**src/rtl/pll_drp_pkg.sv**
```systemverilog
// pll_drp_pkg: shared types and constants for the PLL CLKOUT0 DRP sequencer.
//   state_t      - sequencer states
//   REG*_ADDR    - DRP addresses of the two CLKOUT0 configuration registers
//   REG*_KEEP    - bits of each register that must survive the rewrite
//   div_enc_t    - HIGH/LOW/EDGE/NO_COUNT fields for one divide value
//   encode_div   - divide value -> field encoding
//   merge_reg    - read-back word + fields -> word to write
package pll_drp_pkg;

    typedef enum logic [2:0] {
        S_IDLE,
        S_RST_HOLD,
        S_RD,
        S_RD_WAIT,
        S_WR,
        S_WR_WAIT,
        S_RELEASE,
        S_LOCK_WAIT
    } state_t;

    localparam logic [6:0]  REG1_ADDR = 7'h08;
    localparam logic [6:0]  REG2_ADDR = 7'h09;
    localparam logic [15:0] REG1_KEEP = 16'hF000;
    localparam logic [15:0] REG2_KEEP = 16'hFF3F;

    localparam int HIGH_LSB  = 6;
    localparam int LOW_LSB   = 0;
    localparam int EDGE_BIT  = 7;
    localparam int NOCNT_BIT = 6;

    typedef struct packed {
        logic [5:0] high;
        logic [5:0] low;
        logic       edge_bit;
        logic       no_count;
    } div_enc_t;

    // Only called with 1..128. Six-bit fields wrap naturally, so a count of
    // 64 lands as 0; LOW is formed modulo 64 from the low bits of D.
    function automatic div_enc_t encode_div(input logic [7:0] d);
        div_enc_t e;
        if (d == 8'd1) begin
            e.high     = 6'd1;
            e.low      = 6'd1;
            e.edge_bit = 1'b0;
            e.no_count = 1'b1;
        end else begin
            e.high     = d[6:1];
            e.low      = d[5:0] - d[6:1];
            e.edge_bit = d[0];
            e.no_count = 1'b0;
        end
        return e;
    endfunction

    function automatic logic [15:0] merge_reg(input logic       second,
                                              input logic [15:0] rd,
                                              input div_enc_t    e);
        logic [15:0] w;
        if (!second)
            w = (rd & REG1_KEEP) | (16'(e.high) << HIGH_LSB) | (16'(e.low) << LOW_LSB);
        else
            w = (rd & REG2_KEEP) | (16'(e.edge_bit) << EDGE_BIT) | (16'(e.no_count) << NOCNT_BIT);
        return w;
    endfunction

endpackage

```
**src/rtl/pll_drp_sync.sv**
```systemverilog
// pll_drp_sync: two-flop synchronizer for the PLL LOCKED flag.
//   clk_i   - destination clock
//   rst_i   - asynchronous reset, active high (output reads unlocked)
//   async_i - asynchronous input
//   sync_o  - synchronized output
module pll_drp_sync (
    input  logic clk_i,
    input  logic rst_i,
    input  logic async_i,
    output logic sync_o
);

    logic meta;

    always_ff @(posedge clk_i or posedge rst_i) begin
        if (rst_i) begin
            meta   <= 1'b0;
            sync_o <= 1'b0;
        end else begin
            meta   <= async_i;
            sync_o <= meta;
        end
    end

endmodule

```
**src/rtl/pll_drp_ctrl.sv**
```systemverilog
// pll_drp_ctrl: reprograms the PLL CLKOUT0 divider over DRP.
// Holds the PLL in reset, read-modify-writes REG1 then REG2, releases reset
// and waits for lock. done_o / err_o are single-cycle pulses.
//   clk_i, rst_i          - DRP clock, async active-high reset
//   req_i, req_div_i      - request and divide value (1..128 legal)
//   busy_o, done_o, err_o - status
//   pll_rst_o             - PLL RST
//   daddr_o, den_o, dwe_o, di_o, do_i, drdy_i - DRP port
//   locked_i              - PLL LOCKED (asynchronous)
module pll_drp_ctrl
    import pll_drp_pkg::*;
#(
    parameter int RST_HOLD     = 16,
    parameter int DRDY_TIMEOUT = 64,
    parameter int LOCK_TIMEOUT = 65536
) (
    input  logic        clk_i,
    input  logic        rst_i,
    input  logic        req_i,
    input  logic [7:0]  req_div_i,
    output logic        busy_o,
    output logic        done_o,
    output logic        err_o,
    output logic        pll_rst_o,
    output logic [6:0]  daddr_o,
    output logic        den_o,
    output logic        dwe_o,
    output logic [15:0] di_o,
    input  logic [15:0] do_i,
    input  logic        drdy_i,
    input  logic        locked_i
);

    localparam int CNT_W = $clog2(RST_HOLD + DRDY_TIMEOUT + LOCK_TIMEOUT + 1);

    state_t           state;
    logic [CNT_W-1:0] cnt;
    div_enc_t         enc;
    logic             second;   // REG2 pass in progress
    logic             locked_sync;

    pll_drp_sync u_lock_sync (
        .clk_i   (clk_i),
        .rst_i   (rst_i),
        .async_i (locked_i),
        .sync_o  (locked_sync)
    );

    always_ff @(posedge clk_i or posedge rst_i) begin
        if (rst_i) begin
            state     <= S_IDLE;
            cnt       <= '0;
            enc       <= '0;
            second    <= 1'b0;
            busy_o    <= 1'b0;
            done_o    <= 1'b0;
            err_o     <= 1'b0;
            pll_rst_o <= 1'b0;
            daddr_o   <= '0;
            den_o     <= 1'b0;
            dwe_o     <= 1'b0;
            di_o      <= '0;
        end else begin
            den_o  <= 1'b0;
            dwe_o  <= 1'b0;
            done_o <= 1'b0;
            err_o  <= 1'b0;
            case (state)
                S_IDLE: begin
                    if (req_i) begin
                        if (req_div_i == 8'd0 || req_div_i > 8'd128) begin
                            err_o <= 1'b1;
                        end else begin
                            enc       <= encode_div(req_div_i);
                            second    <= 1'b0;
                            busy_o    <= 1'b1;
                            pll_rst_o <= 1'b1;
                            cnt       <= '0;
                            state     <= S_RST_HOLD;
                        end
                    end
                end
                S_RST_HOLD: begin
                    if (cnt == CNT_W'(RST_HOLD - 1)) begin
                        den_o   <= 1'b1;
                        daddr_o <= REG1_ADDR;
                        state   <= S_RD;
                    end else begin
                        cnt <= cnt + CNT_W'(1);
                    end
                end
                S_RD: begin
                    cnt   <= '0;
                    state <= S_RD_WAIT;
                end
                S_RD_WAIT: begin
                    // Write word is formed straight from the returned data so
                    // it is valid in the same cycle den_o rises for the write.
                    if (drdy_i) begin
                        di_o  <= merge_reg(second, do_i, enc);
                        den_o <= 1'b1;
                        dwe_o <= 1'b1;
                        state <= S_WR;
                    end else if (cnt == CNT_W'(DRDY_TIMEOUT - 1)) begin
                        pll_rst_o <= 1'b0;
                        busy_o    <= 1'b0;
                        err_o     <= 1'b1;
                        state     <= S_IDLE;
                    end else begin
                        cnt <= cnt + CNT_W'(1);
                    end
                end
                S_WR: begin
                    cnt   <= '0;
                    state <= S_WR_WAIT;
                end
                S_WR_WAIT: begin
                    if (drdy_i) begin
                        if (!second) begin
                            second  <= 1'b1;
                            den_o   <= 1'b1;
                            daddr_o <= REG2_ADDR;
                            state   <= S_RD;
                        end else begin
                            pll_rst_o <= 1'b0;
                            state     <= S_RELEASE;
                        end
                    end else if (cnt == CNT_W'(DRDY_TIMEOUT - 1)) begin
                        pll_rst_o <= 1'b0;
                        busy_o    <= 1'b0;
                        err_o     <= 1'b1;
                        state     <= S_IDLE;
                    end else begin
                        cnt <= cnt + CNT_W'(1);
                    end
                end
                S_RELEASE: begin
                    cnt   <= '0;
                    state <= S_LOCK_WAIT;
                end
                S_LOCK_WAIT: begin
                    // The first LOCK_WAIT cycle is blanked so the synchronizer
                    // has flushed samples taken before RST was released.
                    if (locked_sync && cnt != '0) begin
                        busy_o <= 1'b0;
                        done_o <= 1'b1;
                        state  <= S_IDLE;
                    end else if (cnt == CNT_W'(LOCK_TIMEOUT - 1)) begin
                        busy_o <= 1'b0;
                        err_o  <= 1'b1;
                        state  <= S_IDLE;
                    end else begin
                        cnt <= cnt + CNT_W'(1);
                    end
                end
                default: state <= S_IDLE;
            endcase
        end
    end

endmodule

```
**config.mk**
```make
export PLATFORM = sky130hd
export DESIGN_NAME = pll_drp_ctrl
export DESIGN_NICKNAME = d
export VERILOG_FILES = /design/src/rtl/pll_drp_pkg.sv /design/src/rtl/pll_drp_sync.sv /design/src/rtl/pll_drp_ctrl.sv
export SDC_FILE = /design/constraint.sdc
export NUM_CORES = 1
export LEC_CHECK = 0
export ABC_AREA = 1
export BUFFER_PORTS_ARGS = -buffer_cell sky130_fd_sc_hd__buf_2
export CORE_UTILIZATION = 45
export DETAILED_ROUTE_END_ITERATION = 16
export PLACE_DENSITY = 0.66
export RECOVER_POWER = 50
export SETUP_SLACK_MARGIN = 0.2
export SLEW_MARGIN = 20
export SYNTH_ARGS = -nofsm -noshare
export SYNTH_HDL_FRONTEND = slang
export SYNTH_SLANG_ARGS = --single-unit
```
**constraint.sdc**
```tcl
create_clock -name clk_i -period 2.7 [get_ports clk_i]
set_input_delay 0.135 -clock clk_i [delete_from_list [all_inputs] [get_ports clk_i]]
set_output_delay 0.135 -clock clk_i [all_outputs]
set_load 0.02 [all_outputs]
```
# ---- After elaboration in Yosys (flattened, before gate mapping)
# Index checks and enable logic that the tools add are counted.
dict set report word_totals {
  reg_bits 66
  in_bits 29
  out_inout_bits 29
  elab_cells 124
}
dict set report classes {
  n_addsub 2
  magnitude_cmp 1
  n_eq_ne 25
  mux 55
  bitwise 5
  reduce_logical 19
}
# operator n
set ops {}
lappend ops {{$mux W17} 7}
lappend ops {{$pmux W17 S5} 1}
lappend ops {{$mux W3} 9}
lappend ops {{$mux W1} 26}
lappend ops {{$pmux W3 S8} 1}
lappend ops {{$ne A2 B2 Y1 const B} 11}
lappend ops {{$mux W7} 3}
lappend ops {{$add A17 B1 Y17 const B} 1}
lappend ops {{$eq A17 B16 Y1 const B} 1}
lappend ops {{$eq A17 B4 Y1 const B} 1}
lappend ops {{$eq A17 B6 Y1 const B} 1}
lappend ops {{$reduce_bool A17 Y1} 1}
lappend ops {{$mux W16} 1}
lappend ops {{$or A16 B12 Y16} 1}
lappend ops {{$or A16 B6 Y16} 1}
lappend ops {{$or A16 B7 Y16} 1}
lappend ops {{$or A16 B8 Y16} 1}
lappend ops {{$mux W14} 1}
lappend ops {{$pmux W7 S2} 1}
lappend ops {{$eq A3 B3 Y1 const B} 4}
lappend ops {{$pmux W1 S3} 4}
lappend ops {{$reduce_and A4 Y1} 3}
lappend ops {{$eq A8 B1 Y1 const B} 1}
lappend ops {{$gt A8 B8 Y1 const B} 1}
lappend ops {{other kinds (20)} 24}

# ---- Longest topological paths before layout
# Gate-level depths: netlist of run 1.
dict set report logic_depth {
  depth_word 5
  depth_mapped 15
  ltp_nobuf 14
}

# ---- By module
# Synthesis of run 1 repeated with hierarchy kept, for this count alone.
dict set report hier_totals {
  hier_cells 476
  area_unflattened_um2 3653.5
}
# module n_inst cells_per_inst area_each_um2
set by_module_without_submodules {}
lappend by_module_without_submodules {pll_drp_ctrl 1 473 3599.7}
lappend by_module_without_submodules {pll_drp_sync 1 3 53.8}

# ---- Worst setup path after synthesis of run 1
# Ideal clock, no wire load.
dict set report synth_path {
  kind {register to register}
  from {register cnt[0]}
  to {register cnt[5]}
  setup_ns 0.117
  arrival_ns 1.880
  required_ns 2.583
  setup_slack_ns 0.703
  path_stages_with_launch 15
  period_less_slack_ns 1.997
  cell_sequence {dfrtp_1 -> ha_1 -> nand3_2 -> inv_1 -> nand2_1 -> inv_1 -> nand4_1 -> nor4_1 -> ha_1 -> inv_1 -> nand2_2 -> nand2_4 -> buf_6 -> nand3_1 -> nand2_1}
}
dict set report synth_between {
  elab_chain_cells 4
}
# item line_no
set synth_lines {}
lappend synth_lines {{from (decl)} pll_drp_ctrl.sv:37} ;# logic [CNT_W-1:0] cnt;
lappend synth_lines {{from (signal assigned)} pll_drp_ctrl.sv:89} ;# cnt <= cnt + CNT_W'(1);
lappend synth_lines {{from (signal assigned)} pll_drp_ctrl.sv:110} ;# cnt <= cnt + CNT_W'(1);
lappend synth_lines {{from (signal assigned)} pll_drp_ctrl.sv:134} ;# cnt <= cnt + CNT_W'(1);
lappend synth_lines {{$add A17 B1 Y17 / $reduce_bool A17 Y1 (equally long branches)} -}
lappend synth_lines {{$mux W17 (tied with other cells)} pll_drp_ctrl.sv:148} ;# end else if (cnt == CNT_W'(LOCK_TIMEOUT - 1)) begin
lappend synth_lines {{$mux W17 (tied with other cells)} pll_drp_ctrl.sv:144} ;# if (locked_sync && cnt != '0) begin
lappend synth_lines {{$pmux W17 S5 / $reduce_and A7 Y1 (equally long branches)} -}
# Several ways; a longest one is shown, not always the timed one. The select of a mux whose other input is x is not followed.
# A chain may end at the register's enable or synchronous reset.

# ---- Final worst setup path of run 1
dict set report layout_path {
  from {register cnt[0]}
  to {register cnt[16]}
}
# Same word-level chain as after synthesis.

==> reports/metrics.cfg, run 1 <==
[detailed_routing]
wl_um = 8040
wl_per_cell_um = 12.4
final_antenna_net_count = 0
drcViolationCount = 0
drt_iter0_markers = 165
num_vias = 3214
viasPerCell = 4.96
drt_pass1_iterations = 5

[setup_path]
cp_max_fo = 18
cp-start-kind = flop
crit_path_end_kind = flop
required_ns = 2.99
crit_type = reg2reg
worstPathArrival_ns = 2.60

[die]
initial_core_util = 0.465
dieWidth_um = 91.6
coreArea_um2 = 7770
io_pins = 58
row_count = 32
fp.dieH_um = 91.6
dieArea_um2 = 8400

[yosys]
ys_ff_latch = 61
synth.cell_area_um2 = 3610
ys_seq_area_frac = 0.422
synthCells = 484
ys_types = 39
yosys_warnings = 0
syn_avg_cell_area_um2 = 7.47

[sta]
slew_viol_final = 0
relSlewSlack = 0.287
setup_ws_ns = 0.384
final.min_clock_period_ns = 2.32
max_freq_ghz = 0.432
skew_ns = 0.00739
worstMarginPinSlew_ns = 1.07
timing.setup.tns_ns = 0
rsz0062_at_grt = no
final.period_utilization = 0.858
hold_violations = 0
holdWs_ns = 0.0231
finalSetupViolations = 0

[global_route]
grt_pass1_vias = 2981
grt_pass1_wl_um = 14000
grt-ovfl-total = 0
grt_max_degree = 32
antenna_found_initial = 0
grtUsageTotal = 0.208

[clock_network]
cts.sinks = 61
root_buffer = clkbuf_8
clock_latency_ns = 0.35
cts_tree = built
clkTransAtPathRegs_ns = 0.07
clockBufferDepth = 2
cts_inserted_buffers = 9
htreeDepth = 3

[final_layout]
drive_gt1_frac = 0.128
final_area_um2 = 4190
area_delta_synth_final_pct = 16.0
fillCellCount = 769
layout_common_cells = nand2_1 (152), nor2_1 (67), dfrtp_1 (60)
antenna_cells = 0
layoutNonFillerInstCount = 648
final_util = 0.540
layout_commonest_cell = nand2_1
final_nets = 583

[power]
vdd_ir_drop_max_mv = 0.541
leakagePower_nw = 2.20
p_per_area_nw_per_um2 = 923
power_mw = 3.87

[job]
maxCapViolCount = 0

[place]
gp_congestion = 0.909
dp_hpwl_um = 5770
post-place-ws_ns = 0.394
place_area_um2 = 3930
port_buffers = 50
dp_cells = 626

[worst_hold_path]
hp-class = in2reg

[run_status]
status = finished clean

[final timing paths]
kind,cells after the start,slack (ns),startpoint,to
worst min register to register,0,0.35,u_lock_sync.meta$_DFF_PP0_,u_lock_sync.sync_o$_DFF_PP0_
worst max-delay path,14,0.38,cnt[0]$_DFFE_PP0P_,cnt[16]$_DFFE_PP0P_
worst max register to register,14,0.38,cnt[0]$_DFFE_PP0P_,cnt[16]$_DFFE_PP0P_
min in group asynchronous,3,0.60,rst_i,di_o[13]$_DFFE_PP0P_
max in group asynchronous,4,0.69,rst_i,u_lock_sync.sync_o$_DFF_PP0_
worst min-delay path,3,0.02,req_div_i[0],enc[1]$_DFFE_PP0P_
[sequential cells by signal, indices dropped and copies added (netlist names)]
| name | flops |
|---|---|
| cnt | 17 |
| di_o | 16 |
| enc | 14 |
| state | 3 |
| daddr_o | 2 |
| busy_o | 1 |
| den_o | 1 |
| done_o | 1 |
| dwe_o | 1 |
| err_o | 1 |
| pll_rst_o | 1 |
| second | 1 |
| u_lock_sync.meta | 1 |
| u_lock_sync.sync_o | 1 |
[per-layer routing]
metal | GRT usage | wire (um)
met5 | 0 | 0
met4 | 0.0807 | 106
met3 | 0.0307 | 345
met2 | 0.318 | 3570
met1 | 0.298 | 4020
[synthesized netlist by cell type]
cell      number  area, um^2
nand2_1      152         571
nor2_1        67         251
dfrtp_1       61        1530
inv_1         48         180
nand3_1       35         175
ha_1          12         150
o31ai_1       11        82.6
o21ai_0       10        50.1
clkbuf_1       8        30.0
nand4_1        8        50.1
nor3_1         8        40.0
xor2_1         8        70.1
buf_4          7        52.6
nand2_2        7        43.8
a21oi_1        5        25.0
buf_2          3        15.0
nand3_2        3        30.0
a31oi_1        2        12.5
inv_2          2        7.51
nand3b_1       2        15.0
nor2_2         2        12.5
nor2_4         2        22.5
o211ai_1       2        15.0
o21bai_1       2        15.0
or2_2          2        12.5
xnor2_1        2        17.5
a21boi_0       1        7.51
buf_6          1        11.3
buf_8          1        15.0
clkinv_1       1        3.75
conb_1         1        3.75
fa_1           1        20.0
nand2_4        1        11.3
nand2_8        1        20.0
nor2_8         1        20.0
nor3_2         1        10.0
nor3b_1        1        7.51
nor4_1         1        6.26
o21ai_1        1        5.00
[logic make-up (layout without fill, tap and decap cells)]
| kind of cell | Yosys count | after routing | synth area share |
|---|---|---|---|
| other | 1 | 5 | 0.00104 |
| AO/OA/AOI/OAI | 34 | 34 | 0.0588 |
| flip-flops | 61 | 61 | 0.422 |
| XOR/XNOR | 10 | 10 | 0.0242 |
| adder cells (fa/ha/maj) | 13 | 13 | 0.0471 |
| AND/OR/NAND/NOR | 294 | 294 | 0.359 |
| buffers and inverters | 71 | 129 | 0.0872 |
[power by group]
part | leakage [nW] | switching [mW] | internal [mW] | total [mW]
sequential | 0.779 | 0.210 | 1.20 | 1.41
clock | 0.120 | 0.380 | 0.571 | 0.951
combinational | 1.30 | 1.02 | 0.487 | 1.51
total | 2.20 | 1.61 | 2.26 | 3.87
[layout make-up]
class                      instances  area, um^2  share of cell area
clock buffer                      11         151              0.0361
clock inverter                     5        82.6              0.0197
inverter                          51         191              0.0457
multi-input combinational        356        1790               0.428
sequential                        61        1530               0.364
tap                              102         128              0.0304
timing repair buffer              62         318              0.0758
[repair_timing]
item / 4_1_cts / 5_1_grt
setup buffers: 0 / 0
hold buffers: 6 / 0
gates resized for setup: 0 / 2
endpoints found under the setup margin: 0 / 17
hold endpoints to repair: 32 / 0
[critical path: stages, from the launching register on]
cell and delay (ns):
dfrtp_1 0.41, ha_1 0.23, nand3_2 0.09, inv_1 0.08, nand2_1 0.12, inv_1 0.09
nand4_1 0.11, nor4_2 0.21, ha_1 0.24, inv_1 0.07, nand2_2 0.08, nand2_4 0.17
nand2_8 0.20, nand2_1 0.08, nand2_1 0.07
No activity file was read; power rests on OpenSTA's default activity.
==> inputs of run 2 (changes only) <==
--- a/config.mk
+++ b/config.mk
@@ -5,8 +5,8 @@
 export SDC_FILE = /design/constraint.sdc
 export NUM_CORES = 1
 export LEC_CHECK = 0
-export ABC_AREA = 1
 export BUFFER_PORTS_ARGS = -buffer_cell sky130_fd_sc_hd__buf_2
+export CORE_ASPECT_RATIO = 0.8
 export CORE_UTILIZATION = 45
 export DETAILED_ROUTE_END_ITERATION = 16
 export PLACE_DENSITY = 0.66
==> run 2 against run 1 <==
Effect of this change: the run now ends with capacitance limit, slew limit left; total power grew 13%; flip-flop and latch count unchanged; final cell count decreased by 15%; largest cell class unchanged; clock skew up 0.0010 ns; register-to-register slack got worse by 0.16 ns; global-route usage increased by 1.3 points; combinational power up 29%; sequential power grew 7%; count of clock-buffer cells in the layout is 2 lower; core utilization increased by 4.1 points.
==> reports/metrics.cfg, run 2 <==
[setup_path]
worstPathArrival_ns = 2.71  ; was 2.60 ns
crit_type = reg2reg  ; unchanged
crit_path_end_kind = flop  ; unchanged
r2r_slack_ns = 0.22  ; was 0.38 ns
cp_max_fo = 8  ; was 18
required_ns = 2.93  ; was 2.99 ns
cp-start-kind = flop  ; unchanged

[place]
port_buffers = 50  ; unchanged
post-place-ws_ns = 0.155  ; was 0.394 ns
gp_congestion = 0.808  ; was 0.909
place_area_um2 = 3940  ; was 3930 um^2
dp_hpwl_um = 5910  ; was 5770 um

[yosys]
ys.flop_type = dfrtp_1  ; unchanged
ys_types = 57  ; was 39
yosys.area.top_type = dfrtp_1  ; unchanged
synth-simple-area-share = 0.214  ; was 0.359
synth_compound_area_frac = 0.173  ; was 0.0588
ys_top_cells_by_area = dfrtp_1 (44%), nand2_1 (6.5%), ha_1 (4.3%)  ; was dfrtp_1 (42%), nand2_1 (16%), nor2_1 (7.0%)
synth.most_common_cell = dfrtp_1  ; was nand2_1
synth_top_cells_by_count = dfrtp_1 (61), nand2_1 (60), o21ai_0 (26), inv_1 (20), clkbuf_1 (16)  ; was nand2_1 (152), nor2_1 (67), dfrtp_1 (61), inv_1 (48), nand3_1 (35)
muxShareOfSynthArea = 0.0466  ; was 0
synthAdderAreaFrac = 0.0491  ; was 0.0471
synth_top_area_share = 0.441  ; was 0.422
syn_avg_cell_area_um2 = 9.44  ; was 7.47 um^2
synthCells = 367  ; was 484
synth_top_family_by_area = simple AND/OR/NAND/NOR gates  ; unchanged
synth-async-reset-ratio = 1.00  ; unchanged
synth_edf_count = 0  ; unchanged
synth.cell_area_um2 = 3460  ; was 3610 um^2
yosys_warnings = 0  ; unchanged
synth_xor_area_frac = 0.0152  ; was 0.0242
ys_seq_area_frac = 0.441  ; was 0.422
ys_ff_latch = 61  ; unchanged

[sta]
final.min_clock_period_ns = 2.48  ; was 2.32 ns
rsz0062_at_grt = yes  ; was no
relSlewSlack = -0.00984  ; was 0.287
finalSetupViolations = 0  ; unchanged
max_freq_ghz = 0.403  ; was 0.432 GHz
worstMarginPinSlew_ns = 1.51  ; was 1.07 ns
final.period_utilization = 0.919  ; was 0.858
slew_viol_final = 62  ; was 0
skew_ns = 0.00840  ; was 0.00739 ns
hold_violations = 0  ; unchanged
setup_ws_ns = 0.220  ; was 0.384 ns
timing.setup.tns_ns = 0  ; unchanged

[final_layout]
antenna_cells = 0  ; unchanged
largest_reg_flops = 17  ; unchanged
final_area_um2 = 4320  ; was 4190 um^2
drive_gt1_frac = 0.244  ; was 0.128
largestRegisters = cnt x17, di_o x16, enc x14  ; unchanged
final_util = 0.581  ; was 0.540
regMostFlops = cnt  ; unchanged
layout_commonest_cell = nand2_1  ; unchanged
fillCellCount = 690  ; was 769
area_delta_synth_final_pct = 24.6  ; was 16.0%
layout_common_cells = nand2_1 (59), dfrtp_1 (57), buf_2 (40)  ; was nand2_1 (152), nor2_1 (67), dfrtp_1 (60)
final_nets = 480  ; was 583

[die]
dieWidth_um = 100  ; was 91.6 um
initial_core_util = 0.466  ; was 0.465
row_count = 28  ; was 32
coreArea_um2 = 7430  ; was 7770 um^2
io_pins = 58  ; unchanged
dieArea_um2 = 8050  ; was 8400 um^2
fp.dieH_um = 80.5  ; was 91.6 um

[global_route]
antenna_found_initial = 0  ; unchanged
grt_pass1_vias = 2714  ; was 2981
grt_pass1_wl_um = 13600  ; was 14000 um
grt-ovfl-total = 0  ; unchanged
grt_max_degree = 62  ; was 32
grtUsageTotal = 0.222  ; was 0.208

[power]
p_per_area_nw_per_um2 = 1010  ; was 923 nW/um^2
vdd_ir_drop_max_mv = 0.564  ; was 0.541 mV
power_mw = 4.37  ; was 3.87 mW
leakagePower_nw = 2.13  ; was 2.20 nW

[job]
maxCapViolCount = 1  ; was 0

[detailed_routing]
final_antenna_net_count = 0  ; unchanged
drt_pass1_iterations = 5  ; unchanged
viasPerCell = 5.41  ; was 4.96
num_vias = 2964  ; was 3214
drcViolationCount = 0  ; unchanged
drt_iter0_markers = 330  ; was 165
wl_per_cell_um = 15.6  ; was 12.4 um
wl_um = 8530  ; was 8040 um

[clock_network]
htreeDepth = 3  ; unchanged
cts_tree = built  ; unchanged
cts_inserted_buffers = 9  ; unchanged
clockBufferDepth = 2  ; unchanged
clock_latency_ns = 0.34  ; was 0.35 ns
cts.sinks = 61  ; unchanged
root_buffer = clkbuf_8  ; unchanged
clkTransAtPathRegs_ns = 0.07  ; about the same

[run_status]
violations = capacitance limit, slew limit
status = finished, violations left  ; was finished clean

[worst_hold_path]
hp-class = in2reg  ; unchanged

run 2: final timing paths:
check / start / end / depth (start not counted)
max: cnt[6]$_DFFE_PP0P_ / cnt[2]$_DFFE_PP0P_ / 6
min: req_div_i[6] / enc[13]$_DFFE_PP0P_ / 3
max reg2reg: cnt[6]$_DFFE_PP0P_ / cnt[2]$_DFFE_PP0P_ / 6
min reg2reg: u_lock_sync.meta$_DFF_PP0_ / u_lock_sync.sync_o$_DFF_PP0_ / 0
max in group asynchronous: rst_i / cnt[0]$_DFFE_PP0P_ / 3
min in group asynchronous: rst_i / di_o[14]$_DFFE_PP0P_ / 3
run 2: layout make-up:
class / count / area (um^2) / share of cell area
flip-flops and latches: 61 / 1530 / 0.355
multi-input cells: 264 / 1810 / 0.420
inverters: 21 / 78.8 / 0.0183
clock buffers: 9 / 124 / 0.0287
well taps: 105 / 131 / 0.0304
clock inverters: 7 / 98.8 / 0.0229
repair buffers: 81 / 541 / 0.125
run 2: power by group:
part           total, mW  leakage (nW)  switching, mW  internal (mW)
Clock              0.910         0.110          0.387          0.524
Sequential          1.51         0.773          0.262           1.25
Combinational       1.95          1.25           1.13          0.816
Total               4.37          2.13           1.78           2.59
run 2: metal layers:
layer  routed length (um)  track usage  share of wire
met1                 4270        0.341           0.50
met2                 3560        0.308           0.42
met3                  607       0.0496          0.071
met4                  106       0.0609          0.012
met5                    0            0              0
run 2: cell families after synthesis:
logic type | Yosys count
fa+ha+maj | 13
xor+xnor | 6
mux | 16
buf+inv | 46
other cells | 1
simple gates | 143
flops | 61
compound gates | 81
run 2: worst max-delay path: stages (launching register included):
cell and delay [ns]:
dfrtp_2 0.45, nor4_4 0.35, nand4_2 0.17, o41a_1 0.48, or3_4 0.41, clkbuf_16 0.19, a211o_1 0.30
run 2: per-stage QoR:
| stage | hold WS, ns | cells |
|---|---|---|
| finish | 0.0743 | 548 |
| global route | 0.0987 | 548 |
| CTS | 0.0348 | 543 |
| detailed placement | 0.244 | 521 |
| global placement | 0.243 | 521 |
| floorplan | 0.166 | 371 |
run 2: what timing repair did:
action | 4_1_cts | 5_1_grt
pin swaps | 0 | 2
endpoints found under the hold margin | 5 | 0
endpoints found under the setup margin | 9 | 17
buffers inserted | 1 | 3
cloned | 0 | 2
gates resized for setup | 4 | 8
hold buffers | 5 | 0
==> inputs of run 3 (changes only) <==
--- a/config.mk
+++ b/config.mk
@@ -5,6 +5,7 @@
 export SDC_FILE = /design/constraint.sdc
 export NUM_CORES = 1
 export LEC_CHECK = 0
+export ABC_AREA = 1
 export BUFFER_PORTS_ARGS = -buffer_cell sky130_fd_sc_hd__buf_2
 export CORE_ASPECT_RATIO = 0.8
 export CORE_UTILIZATION = 45
==> run 3 against run 2 <==
Effect of this change: the run now ends clean; via count up 7.8%; combinational power fell by 24%; critical path depth grew 8; core utilization is 3.6 points lower; setup slack gained 0.23 ns; final cell count grew 18%; sequential power fell by 6%; clock power fell by 11%; wire length decreased by 4.3%; critical path type unchanged; critical endpoint is now cnt[6]$_DFFE_PP0P_.
==> reports/metrics.cfg, run 3 (same netlist as run 1, synthesis figures left out) <==
[die]
fp.dieH_um = 82.2  ; was 80.5 um
coreArea_um2 = 7600  ; was 7430 um^2
dieWidth_um = 102  ; was 100 um
io_pins = 58  ; unchanged
dieArea_um2 = 8400  ; was 8050 um^2
initial_core_util = 0.475  ; was 0.466
row_count = 28  ; unchanged

[power]
leakagePower_nw = 2.18  ; was 2.13 nW
vdd_ir_drop_max_mv = 0.296  ; was 0.564 mV
power_mw = 3.72  ; was 4.37 mW
p_per_area_nw_per_um2 = 898  ; was 1010 nW/um^2

[clock_network]
htreeDepth = 3  ; unchanged
root_buffer = clkbuf_8  ; unchanged
clockBufferDepth = 2  ; unchanged
clkTransAtPathRegs_ns = 0.06  ; was 0.07 ns
cts_tree = built  ; unchanged
clock_latency_ns = 0.35  ; was 0.34 ns
post-cts-setup-buffers = 0  ; was 1
cts.sinks = 61  ; unchanged
cts_inserted_buffers = 9  ; unchanged

[setup_path]
cp-endpoint = cnt[6]$_DFFE_PP0P_  ; was cnt[2]$_DFFE_PP0P_
worstRegToRegCells = 14  ; was 6
crit_type = reg2reg  ; unchanged
r2r_start = cnt[0]$_DFFE_PP0P_  ; was cnt[6]$_DFFE_PP0P_
cp-start-kind = flop  ; unchanged
cp-startpoint = cnt[0]$_DFFE_PP0P_  ; was cnt[6]$_DFFE_PP0P_
r2r_slack_ns = 0.45  ; was 0.22 ns
cp_max_fo = 18  ; was 8
required_ns = 2.98  ; was 2.93 ns
crit_path_end_kind = flop  ; unchanged
r2r-end = cnt[6]$_DFFE_PP0P_  ; was cnt[2]$_DFFE_PP0P_
worstPathArrival_ns = 2.52  ; was 2.71 ns

[final_layout]
fillCellCount = 759  ; was 690
final_nets = 581  ; was 480
seq_area_um2 = 1530  ; about the same
layout_common_cells = nand2_1 (152), nor2_1 (67), dfrtp_1 (61)  ; was nand2_1 (59), dfrtp_1 (57), buf_2 (40)
multi_input_area_um2 = 1790  ; was 1810 um^2
final_util = 0.545  ; was 0.581
antenna_cells = 0  ; unchanged
area_delta_synth_final_pct = 14.6  ; was 24.6%
largest_reg_flops = 17  ; unchanged
largestRegisters = cnt x17, di_o x16, enc x14  ; unchanged
regMostFlops = cnt  ; unchanged
layout_commonest_cell = nand2_1  ; unchanged
drive_gt1_frac = 0.123  ; was 0.244
final_area_um2 = 4140  ; was 4320 um^2

[global_route]
grt_pass1_wl_um = 13900  ; was 13600 um
grt_max_degree = 39  ; was 62
grt-ovfl-total = 0  ; unchanged
grt_pass1_vias = 2869  ; was 2714
antenna_found_initial = 0  ; unchanged
grtUsageTotal = 0.217  ; was 0.222

[run_status]
status = finished clean  ; was finished, violations left

[sta]
slew_viol_final = 0  ; was 62
hold_violations = 0  ; unchanged
setup_ws_ns = 0.454  ; was 0.220 ns
skew_ns = 0.00973  ; was 0.00840 ns
timing.setup.tns_ns = 0  ; unchanged
rsz0062_at_grt = no  ; was yes
final.min_clock_period_ns = 2.25  ; was 2.48 ns
finalSetupViolations = 0  ; unchanged
worstMarginPinSlew_ns = 0.929  ; was 1.51 ns
max_freq_ghz = 0.445  ; was 0.403 GHz
final.period_utilization = 0.832  ; was 0.919
relSlewSlack = 0.381  ; was -0.00984

[place]
gp_congestion = 0.888  ; was 0.808
port_buffers = 50  ; unchanged
place_area_um2 = 3930  ; was 3940 um^2
dp_hpwl_um = 5800  ; was 5910 um
post-place-ws_ns = 0.438  ; was 0.155 ns

[detailed_routing]
num_vias = 3194  ; was 2964
drt_pass1_iterations = 5  ; unchanged
final_antenna_net_count = 0  ; unchanged
wl_um = 8160  ; was 8530 um
drcViolationCount = 0  ; unchanged
wl_per_cell_um = 12.6  ; was 15.6 um
viasPerCell = 4.92  ; was 5.41
drt_iter0_markers = 170  ; was 330

[worst_hold_path]
hp-class = in2reg  ; unchanged
worstHoldPathCells = 3  ; unchanged

[job]
maxCapViolCount = 0  ; was 1

[run 3: cell count changes in the layout (fill, tap and decap cells not counted), moves of 18 or more]
| cell | before | now |
|---|---|---|
| nand2_1 | 59 | 152 |
| nor2_1 | 13 | 67 |
| inv_1 | 20 | 48 |
| nand3_1 | 10 | 35 |
| buf_4 | 21 | 3 |
[run 3: layout make-up]
type                    count  area share
multi-input cells         356       0.433
flip-flops and latches     61       0.368
repair buffers             60      0.0743
inverters                  51      0.0462
clock buffers              12      0.0350
well taps                 105      0.0317
clock inverters             4      0.0115
[run 3: repair_timing]
item,4_1_cts,5_1_grt
resized for setup,0,1
hold buffers,6,0
endpoints found under the setup margin,0,1
endpoints found under the hold margin,28,0
[run 3: where the power goes]
part           total (mW)  switching [mW]  leakage (nW)  internal (mW)
Combinational        1.49            1.01          1.30          0.480
Sequential           1.42           0.217         0.780           1.20
Clock               0.808           0.359        0.0964          0.449
Total                3.72            1.59          2.18           2.13
[run 3: worst min path at each step]
stage,from,to,slack (ns)
final,req_div_i[3],enc[10]$_DFFE_PP0P_,0.02
after global routing,req_div_i[3],enc[10]$_DFFE_PP0P_,0.03
after CTS,req_div_i[3],enc[10]$_DFFE_PP0P_,0.01
after detailed placement,rst_i,daddr_o[3]$_DFFE_PP0P_,0.22
after global placement,rst_i,daddr_o[3]$_DFFE_PP0P_,0.21
after floorplan,locked_i,u_lock_sync.meta$_DFF_PP0_,0.17
[run 3: worst max-delay path, cell delays in order, from the launching register on]
cell and delay, ns:
dfrtp_1 0.42, ha_1 0.22, nand3_2 0.09, inv_1 0.08, nand2_1 0.12, inv_1 0.08
nand4_1 0.09, nor4_2 0.20, ha_1 0.22, inv_1 0.06, nand2_2 0.08, nand2_4 0.16
nand2_8 0.20, nand2_1 0.08, nand2_1 0.07
[run 3: layer usage]
metal,up-vias,wire [um],track usage
met5,-,0,0
met4,0,78,0.0743
met3,8,274,0.0379
met2,61,3420,0.311
met1,1497,4390,0.329
li1,1628,-,-
[run 3: per-stage QoR]
step	cells	hold WS (ns)
after global placement	627	0.213
after floorplan	488	0.166
after detailed placement	627	0.218
after global routing	649	0.0309
final	649	0.0241
after CTS	649	0.0132
